--- src/rtl/uart_pkg.sv ---
// Shared UART definitions: FSM state encodings and legal parameter limits.
// The PARITY state exists only when UART_TX_PARITY_EN is defined.
package uart_pkg;

    localparam int DBIT_MIN = 5;
    localparam int DBIT_MAX = 8;
    localparam int OVS_MIN  = 8;
    localparam int OVS_MAX  = 16;

    typedef enum logic [2:0] {
        ST_IDLE   = 3'd0,
        ST_START  = 3'd1,
        ST_DATA   = 3'd2,
`ifdef UART_TX_PARITY_EN
        ST_PARITY = 3'd3,
`endif
        ST_STOP   = 3'd4
    } uart_state_e;

    function automatic int maxInt(input int a, input int b);
        return (a > b) ? a : b;
    endfunction

endpackage

--- src/rtl/uart_tx_ctrl.sv ---
// UART transmitter FSM driven by an external oversample strobe (s_tick).
// Optional parity bit after the data bits when UART_TX_PARITY_EN is defined.
module uart_tx_ctrl
    import uart_pkg::*;
#(
    parameter int DBIT    = 8,
    parameter int OVS     = 16,
    parameter int SB_TICK = 16
`ifdef UART_TX_PARITY_EN
    ,
    parameter bit PARITY_ODD = 1'b0
`endif
) (
    input  logic       clk,
    input  logic       rst,
    input  logic       s_tick,
    input  logic       tx_start,
    input  logic [7:0] din,
    output logic       tx_busy,
    output logic       tx_done_tick,
    output logic       tx
);

    localparam int S_W = $clog2(maxInt(OVS, SB_TICK));

    localparam logic [S_W-1:0] S_BIT_LAST  = S_W'(OVS - 1);
    localparam logic [S_W-1:0] S_STOP_LAST = S_W'(SB_TICK - 1);
    localparam logic [2:0]     N_LAST      = 3'(DBIT - 1);

    uart_state_e       state_q, state_d;
    logic [S_W-1:0]    s_q, s_d;
    logic [2:0]        n_q, n_d;
    logic [DBIT-1:0]   b_q, b_d;
    logic              tx_q, tx_d;
    logic              doneTick;
`ifdef UART_TX_PARITY_EN
    logic              par_q, par_d;
`endif

    always_ff @(posedge clk or posedge rst) begin
        if (rst) begin
            state_q <= ST_IDLE;
            s_q     <= '0;
            n_q     <= '0;
            b_q     <= '0;
            tx_q    <= 1'b1;
`ifdef UART_TX_PARITY_EN
            par_q   <= 1'b0;
`endif
        end else begin
            state_q <= state_d;
            s_q     <= s_d;
            n_q     <= n_d;
            b_q     <= b_d;
            tx_q    <= tx_d;
`ifdef UART_TX_PARITY_EN
            par_q   <= par_d;
`endif
        end
    end

    // tx_d selects the line level for the current state; tx_q presents it one cycle later.
    always_comb begin
        state_d  = state_q;
        s_d      = s_q;
        n_d      = n_q;
        b_d      = b_q;
        tx_d     = tx_q;
        doneTick = 1'b0;
`ifdef UART_TX_PARITY_EN
        par_d    = par_q;
`endif
        unique case (state_q)
            ST_IDLE: begin
                tx_d = 1'b1;
                if (tx_start) begin
                    state_d = ST_START;
                    s_d     = '0;
                    n_d     = '0;
                    b_d     = din[DBIT-1:0];
`ifdef UART_TX_PARITY_EN
                    par_d   = (^din[DBIT-1:0]) ^ PARITY_ODD;
`endif
                end
            end
            ST_START: begin
                tx_d = 1'b0;
                if (s_tick) begin
                    if (s_q == S_BIT_LAST) begin
                        state_d = ST_DATA;
                        s_d     = '0;
                    end else begin
                        s_d = s_q + 1'b1;
                    end
                end
            end
            ST_DATA: begin
                tx_d = b_q[0];
                if (s_tick) begin
                    if (s_q == S_BIT_LAST) begin
                        s_d = '0;
                        b_d = b_q >> 1;
                        if (n_q == N_LAST) begin
`ifdef UART_TX_PARITY_EN
                            state_d = ST_PARITY;
`else
                            state_d = ST_STOP;
`endif
                        end else begin
                            n_d = n_q + 1'b1;
                        end
                    end else begin
                        s_d = s_q + 1'b1;
                    end
                end
            end
`ifdef UART_TX_PARITY_EN
            ST_PARITY: begin
                tx_d = par_q;
                if (s_tick) begin
                    if (s_q == S_BIT_LAST) begin
                        state_d = ST_STOP;
                        s_d     = '0;
                    end else begin
                        s_d = s_q + 1'b1;
                    end
                end
            end
`endif
            ST_STOP: begin
                tx_d = 1'b1;
                if (s_tick) begin
                    if (s_q == S_STOP_LAST) begin
                        state_d  = ST_IDLE;
                        doneTick = 1'b1;
                    end else begin
                        s_d = s_q + 1'b1;
                    end
                end
            end
            default: begin
                state_d = ST_IDLE;
                tx_d    = 1'b1;
            end
        endcase
    end

    assign tx_busy      = (state_q != ST_IDLE);
    assign tx_done_tick = doneTick;
    assign tx           = tx_q;

endmodule

--- config.mk ---
export PLATFORM = sky130hd
export DESIGN_NAME = uart_tx_ctrl
export DESIGN_NICKNAME = d
export VERILOG_FILES = /design/src/rtl/uart_pkg.sv /design/src/rtl/uart_tx_ctrl.sv
export SDC_FILE = /design/constraint.sdc
export NUM_CORES = 1
export LEC_CHECK = 0
export ABC_AREA = 1
export BUFFER_PORTS_ARGS = -buffer_cell sky130_fd_sc_hd__buf_2
export CORE_ASPECT_RATIO = 0.75
export CORE_MARGIN = 3
export CORE_UTILIZATION = 45
export DETAILED_ROUTE_END_ITERATION = 6
export SLEW_MARGIN = 20
export SYNTH_ARGS = -nofsm -noshare
export SYNTH_HDL_FRONTEND = slang
export SYNTH_SLANG_ARGS = --single-unit
--- constraint.sdc ---
create_clock -name clk -period 4.35 [get_ports clk]
set_input_delay 0.6525 -clock clk [delete_from_list [all_inputs] [get_ports clk]]
set_output_delay 0.6525 -clock clk [all_outputs]
set_load 0.1 [all_outputs]
==> metrics.md, run 1 <==
| Metric | Value |
|---|---|
| Ant diodes | `0` |
| Longest Clk Path Bufs | `2` |
| WL met3 | `77 µm` |
| H-tree depth | `1` |
| Drt via density | `4.79` |
| Post-Layout Cell Count | `201` |
| CTS clk-pin slew, worst paths | `100 ps` |
| Crit path time final | `~2500 ps` |
| Num Clock Sinks | `19` |
| Router iterations before antenna repair | `4` |
| TritonCTS buffer count | `3` |
| Placed insts | `197` |
| Fin crit share | `0.565` |
| Ys Warns | `0` |
| Area Growth Syn to Fin | `10.2%` |
| Area of the multi-input gates | `a little under 600 µm²` |
| CP arrival | `1810 ps` |
| DRC marker count from the first detailed-route iteration | `between 80 and 90` |
| Max Clock Freq | `407 MHz` |
| Setup Skew | `about 1.4 ps` |
| DR DRC count | `0` |
| Hold_buf cts | `0` |
| Initial antenna violation count | `0` |
| Status | `complete, no violations` |
| WP buf/inv | `2` |
| CP Max Fanout | `6` |
| DP HPWL | `~1600 µm` |
| Core area | `about 2300 µm²` |
| Unrepaired setup endpoints after global routing | `no` |
| Cts repair resizes | `0` |
| CTS tree | `built` |
| Lkg Pwr | `0.676 nW` |
| Met1 WL | `between 1000 and 1500 µm` |
| Total track usage | `0.155` |
| Max Slew Vio Count | `0` |
| Via count | `roughly 960` |
| Crit-path cells | `inv_1 > nand2_1 > nor2_1 > nand2_1 > nor2_1 > buf_2` |
| Post-DRT Antenna Nets | `0` |
| Setup crit end kind | `output port` |
| Clk_lat worst skew | `between 200 and 300 ps` |
| Crit start category | `flop` |
| Crit path max-delay family | `buffers and inverters` |
| Peak VDD IR | `247 µV` |
| CTS root buf | `clkbuf_4` |
| Full die area | `roughly 3200 µm²` |
| Synthesized area per cell | `7.55 µm²` |
| CP max stage delay | `430 ps` |
| Chip width | `64.1 µm` |
| Port bufs | `14` |
| Final net count | `183` |
| WL per Instance | `10.8 µm` |
| First-pass GRT wire length | `roughly 3900 µm` |
| Rel. slew slack | `0.516` |
| Vias in the first global route | `873` |
| Final Wtd Congestion | `0.903` |
| Crit Path Class | `reg -> out` |
| Setup TNS | `0 ps` |
| Final setup viols | `0` |
| Power Dens Cells | `around 670 nW/µm²` |
| Synth cell types | `20` |
| Cells after Synth | `151` |
| Hold Fails Final Rpt | `0` |
| Initial Util | `0.486` |
| Post-CTS Repair Setup Buffers | `0` |
| Fraction of layout cells with a size suffix above 1 | `0.210` |
| Top routing layer used | `met4` |
| Io pins | `15` |
| Syn_nets | `166` |
| # fillers | `241` |
| Largest net degree at the start of global routing | `20` |
| Yosys reg bits | `19` |
| Met2 wire length | `around 900 µm` |
| Sequential Area | `477 µm²` |
| Seq/Total Area, Yosys | `0.418` |
| MaxCap Viol Count | `0` |
| Hold WC Path Type | `in -> async` |
| Required time worst endpoint | `3700 ps` |
| Std cell rows | `15` |
| Critical-path top delay cell | `buf_2` |
| Gr ovfl total | `0` |
| Die Ht | `49.6 µm` |
| Worst slew pin tran | `roughly 730 ps` |
| Post-Syn Area | `1140 µm²` |
| WL final | `2160 µm` |
## stage by stage
stage                     setup WS (ps)   util  total power [W]  cell area, µm²  hold slack [ps]
final                              1890  0.535         0.000844            1260              469
after CTS                          1880  0.535         0.000853            1260              482
after global placement             2280  0.524         0.000755            1230              458
after floorplan                    1560      -         0.000690            1140              443
after detailed placement           2220  0.524         0.000762            1230              469
after global routing               1640  0.535         0.000933            1260              498
## layer usage
metal	vias up	global-route usage
li1	522	-
met1	420	0.221
met2	18	0.238
met3	2	0.0478
met4	0	0.0211
met5	-	0
## Yosys cell counts
| master | count | area (µm²) |
|---|---|---|
| o21ai_0 | 9 | 45.0 |
| nand3b_1 | 2 | 15.0 |
| inv_2 | 4 | 15.0 |
| o21ai_1 | 6 | 30.0 |
| nand3_2 | 2 | 20.0 |
| nand4_1 | 3 | 18.8 |
| o21ai_4 | 1 | 16.3 |
| buf_6 | 2 | 22.5 |
| xnor2_1 | 1 | 8.76 |
| nor2_4 | 2 | 22.5 |
| or2_2 | 7 | 43.8 |
| xor2_1 | 1 | 8.76 |
| inv_1 | 10 | 37.5 |
| nand2_1 | 53 | 199 |
| ha_1 | 3 | 37.5 |
| dfstp_2 | 1 | 26.3 |
| nor2_1 | 7 | 26.3 |
| dfrtp_1 | 18 | 450 |
| nand3_1 | 18 | 90.1 |
| nor2_2 | 1 | 6.26 |
## layout make-up
cell class / instances / share of cell area
Clock buffer: 4 / 0.0209
Inverter: 14 / 0.0418
Multi-Input combinational cell: 116 / 0.468
Sequential cell: 19 / 0.379
Tap cell: 34 / 0.0339
Timing Repair Buffer: 14 / 0.0558
## kinds of logic (layout without fill, tap and decap cells)
logic type / count (synthesis) / count (layout) / synth area share
simple gates: 95 / 95 / 0.387
compound gates: 16 / 16 / 0.0801
buf+inv: 16 / 32 / 0.0659
flops: 19 / 19 / 0.418
xor+xnor: 2 / 2 / 0.0154
fa+ha+maj: 3 / 3 / 0.0329
## registers in the layout, summed over array words and instances (netlist names)
register and cells:
b_q 8, s_q 4, n_q 3, state_q 3, tx 1
## power breakdown
part / switching [W] / leakage, nW / internal (W)
registers: 0.0000395 / 0.244 / 0.000242
clock network: 0.0000505 / 0.0150 / 0.0000356
logic: 0.000341 / 0.417 / 0.000136
## path summary, 6_finish.rpt
kind / start / endpoint / slack [ps] / depth (start not counted)
max: state_q[0]$_DFFE_PP0P_ / tx_done_tick / 1890 / 6
min: rst / s_q[3]$_DFFE_PP0P_ / 470 / 2
max reg2reg: state_q[0]$_DFFE_PP0P_ / s_q[0]$_DFFE_PP0P_ / 2790 / 8
min reg2reg: n_q[1]$_DFFE_PP0P_ / n_q[1]$_DFFE_PP0P_ / 490 / 2
max in group asynchronous: rst / b_q[4]$_DFFE_PP0P_ / 3430 / 2
min in group clk: n_q[1]$_DFFE_PP0P_ / n_q[1]$_DFFE_PP0P_ / 490 / 2
## cell usage in the layout, fill, tap and decap left out
cell type  Yosys  routed
xnor2_1        1       1
o21ai_4        1       1
inv_1         10      10
nand3_2        2       2
xor2_1         1       1
nand3_1       18      18
nor2_4         2       2
nand2_1       53      53
o21ai_0        9       9
dfrtp_1       18      18
clkbuf_1       0       1
nand4_1        3       3
o21ai_1        6       6
or2_2          7       7
nor2_1         7       7
nor2_2         1       1
dfstp_2        1       1
clkbuf_4       0       3
inv_2          4       4
ha_1           3       3
buf_2          0      14
nand3b_1       2       2
(Power assumes the default switching activity.)
==> run 2, diff against run 1 <==
- PLACE_DENSITY: not set -> 0.67
- clock period: 4.35 -> 2.2 ns (I/O delays scaled with it)
==> run 2 against run 1 <==
  * Non-clock buffer count is the same
  * Sequential share of layout area shrank 0.15 points
  * Final cell count is the same
  * Largest power group unchanged
  * Global-route usage shrank 0.52 points
  * Highest routed layer unchanged
  * Critical path type unchanged
  * Routed wire length grew 0.88%
  * Setup slack lost 1700 ps
==> metrics.md, run 2 (same netlist as run 1, synthesis figures left out) <==
| Metric | Value |
|---|---|
| Core area | `2350 µm² (unchanged)` |
| Fin crit share | `0.923` |
| Full die area | `3180 µm² (unchanged)` |
| H-tree depth | `1 (unchanged)` |
| Reg2reg path depth | `8 (unchanged)` |
| Initial antenna violation count | `0 (unchanged)` |
| DR DRC count | `0 (unchanged)` |
| Router iterations before antenna repair | `4 (unchanged)` |
| CP arrival | `1700 ps (-110 ps)` |
| Num Clock Sinks | `19 (unchanged)` |
| Chip width | `64.1 µm (unchanged)` |
| Std cell rows | `15 (unchanged)` |
| First-pass GRT wire length | `3790 µm (-3.3%)` |
| Setup TNS | `0 ps (unchanged)` |
| Required time worst endpoint | `1870 ps (-1830 ps)` |
| Gr ovfl total | `0 (unchanged)` |
| Biggest register | `b_q` |
| Post-CTS Repair Setup Buffers | `0 (unchanged)` |
| Largest regs | `b_q: 8 flops, s_q: 4 flops` |
| TritonCTS buffer count | `3 (unchanged)` |
| FF-to-FF setup slack | `640 ps (-2150 ps)` |
| Via count | `998 (+3.7%)` |
| Worst hold slack | `124 ps (-345 ps)` |
| Power Dens Cells | `1320 nW/µm² (+97%)` |
| Ant diodes | `0 (unchanged)` |
| Reg-to-Reg End | `s_q[0]$_DFFE_PP0P_` |
| Io pins | `15 (unchanged)` |
| CP Max Fanout | `6 (unchanged)` |
| Total track usage | `0.150 (-0.00519)` |
| Place WS | `413 ps (-1810 ps)` |
| Worst slew pin tran | `696 ps (-30.0 ps)` |
| Post-Layout Cell Count | `201 (unchanged)` |
| Final WS setup | `169 ps (-1720 ps)` |
| Cts repair resizes | `0 (unchanged)` |
| Status | `complete, no violations` |
| Die Ht | `49.6 µm (unchanged)` |
| Lkg Pwr | `0.675 nW (-0.15%)` |
| Worst reg2reg startpoint | `state_q[2]$_DFFE_PP0P_` |
| Unrepaired setup endpoints after global routing | `no` |
| WL final | `2180 µm (+0.88%)` |
| Vias in the first global route | `884 (+1.3%)` |
| Placed insts | `197 (unchanged)` |
| Post-DRT Antenna Nets | `0 (unchanged)` |
| Fraction of layout cells with a size suffix above 1 | `0.216 (+0.00599)` |
| Most frequent cells in the layout | `nand2_1 (53), nand3_1 (18), dfrtp_1 (18)` |
| Hold Fails Final Rpt | `0 (unchanged)` |
| Area Growth Syn to Fin | `10.6%` |
| Final Wtd Congestion | `0.884 (-2.0%)` |
| Max Clock Freq | `492 MHz` |
| Crit path time final | `2030 ps` |
| Final setup viols | `0 (unchanged)` |
| DRC marker count from the first detailed-route iteration | `29 (-67%)` |
| CTS root buf | `clkbuf_4` |
| Hold_buf cts | `0 (unchanged)` |
| WL per Instance | `10.9 µm (+0.88%)` |
| Initial Util | `0.486 (unchanged)` |
| Clk_lat worst skew | `290 ps (about the same)` |
| Max reg flops | `8 (unchanged)` |
| Peak VDD IR | `509 µV (+110%)` |
| Drt via density | `4.97 (+3.7%)` |
| Hold WC Path Type | `in -> async` |
| Setup crit end kind | `output port` |
| Max Slew Vio Count | `0 (unchanged)` |
| Longest Clk Path Bufs | `2 (unchanged)` |
| Crit start category | `flop` |
| Largest net degree at the start of global routing | `20 (unchanged)` |
| DP HPWL | `1700 µm (+3.8%)` |
| Setup Skew | `5.74 ps (+4.34 ps)` |
| CTS clk-pin slew, worst paths | `110 ps (about the same)` |
| Final net count | `183 (unchanged)` |
| Rel. slew slack | `0.536 (+0.0200)` |
| MaxCap Viol Count | `0 (unchanged)` |
| Commonest non-fill, non-tap cell in the layout | `nand2_1` |
| CTS tree | `built` |
| Crit Path Class | `reg -> out` |
| Port bufs | `14 (unchanged)` |
[run 2: cell count changes in the layout (fill, tap and decap cells not counted), sizes merged]
cell,before,now
buf,14,13
clkbuf,4,5
[run 2: critical path: stages (launching register included)]
cell      delay, ps
dfrtp_1         420
inv_1           160
nand2_1          90
nor2_1          200
nand2_1         120
nor2_2           90
clkbuf_4        330
[run 2: per-layer routing]
metal	wire length, µm	vias up	GRT usage
met1	1070	449	0.207
li1	-	520	-
met3	100	2	0.0342
met2	1000	27	0.242
met5	0	-	0
met4	7	0	0.0316
[run 2: final cells by class]
type | instances | area [µm²]
well taps | 34 | 42.5
fillers | 221 | 1080
multi-input cells | 116 | 591
flip-flops and latches | 19 | 477
clock buffers | 4 | 26.3
repair buffers | 14 | 72.6
inverters | 14 | 52.6
[run 2: worst max path at each step]
| stage | cells past startpoint | end | start | slack, ps |
|---|---|---|---|---|
| after floorplan | 5 | tx_done_tick | s_q[0]$_DFFE_PP0P_ | 190 |
| after global placement | 6 | tx_done_tick | s_q[0]$_DFFE_PP0P_ | 450 |
| after detailed placement | 6 | tx_done_tick | state_q[0]$_DFFE_PP0P_ | 410 |
| after CTS | 6 | tx_done_tick | s_q[0]$_DFFE_PP0P_ | 70 |
| after global routing | 6 | tx_done_tick | state_q[0]$_DFFE_PP0P_ | 5 |
| final | 6 | tx_done_tick | state_q[0]$_DFFE_PP0P_ | 170 |
[run 2: power by group]
part / switching [W] / leakage (nW) / internal (W) / total, W
logic: 0.000669 / 0.416 / 0.000269 / 0.000938
clock network: 0.000103 / 0.0150 / 0.0000705 / 0.000174
registers: 0.0000796 / 0.244 / 0.000479 / 0.000559
[run 2: stage by stage]
| stage | total power [W] | instance area, µm² | util |
|---|---|---|---|
| after global routing | 0.00183 | 1260 | 0.538 |
| after detailed placement | 0.00150 | 1230 | 0.525 |
| final | 0.00167 | 1260 | 0.538 |
| after CTS | 0.00168 | 1260 | 0.537 |
| after floorplan | 0.00137 | 1140 | - |
| after global placement | 0.00149 | 1230 | 0.525 |
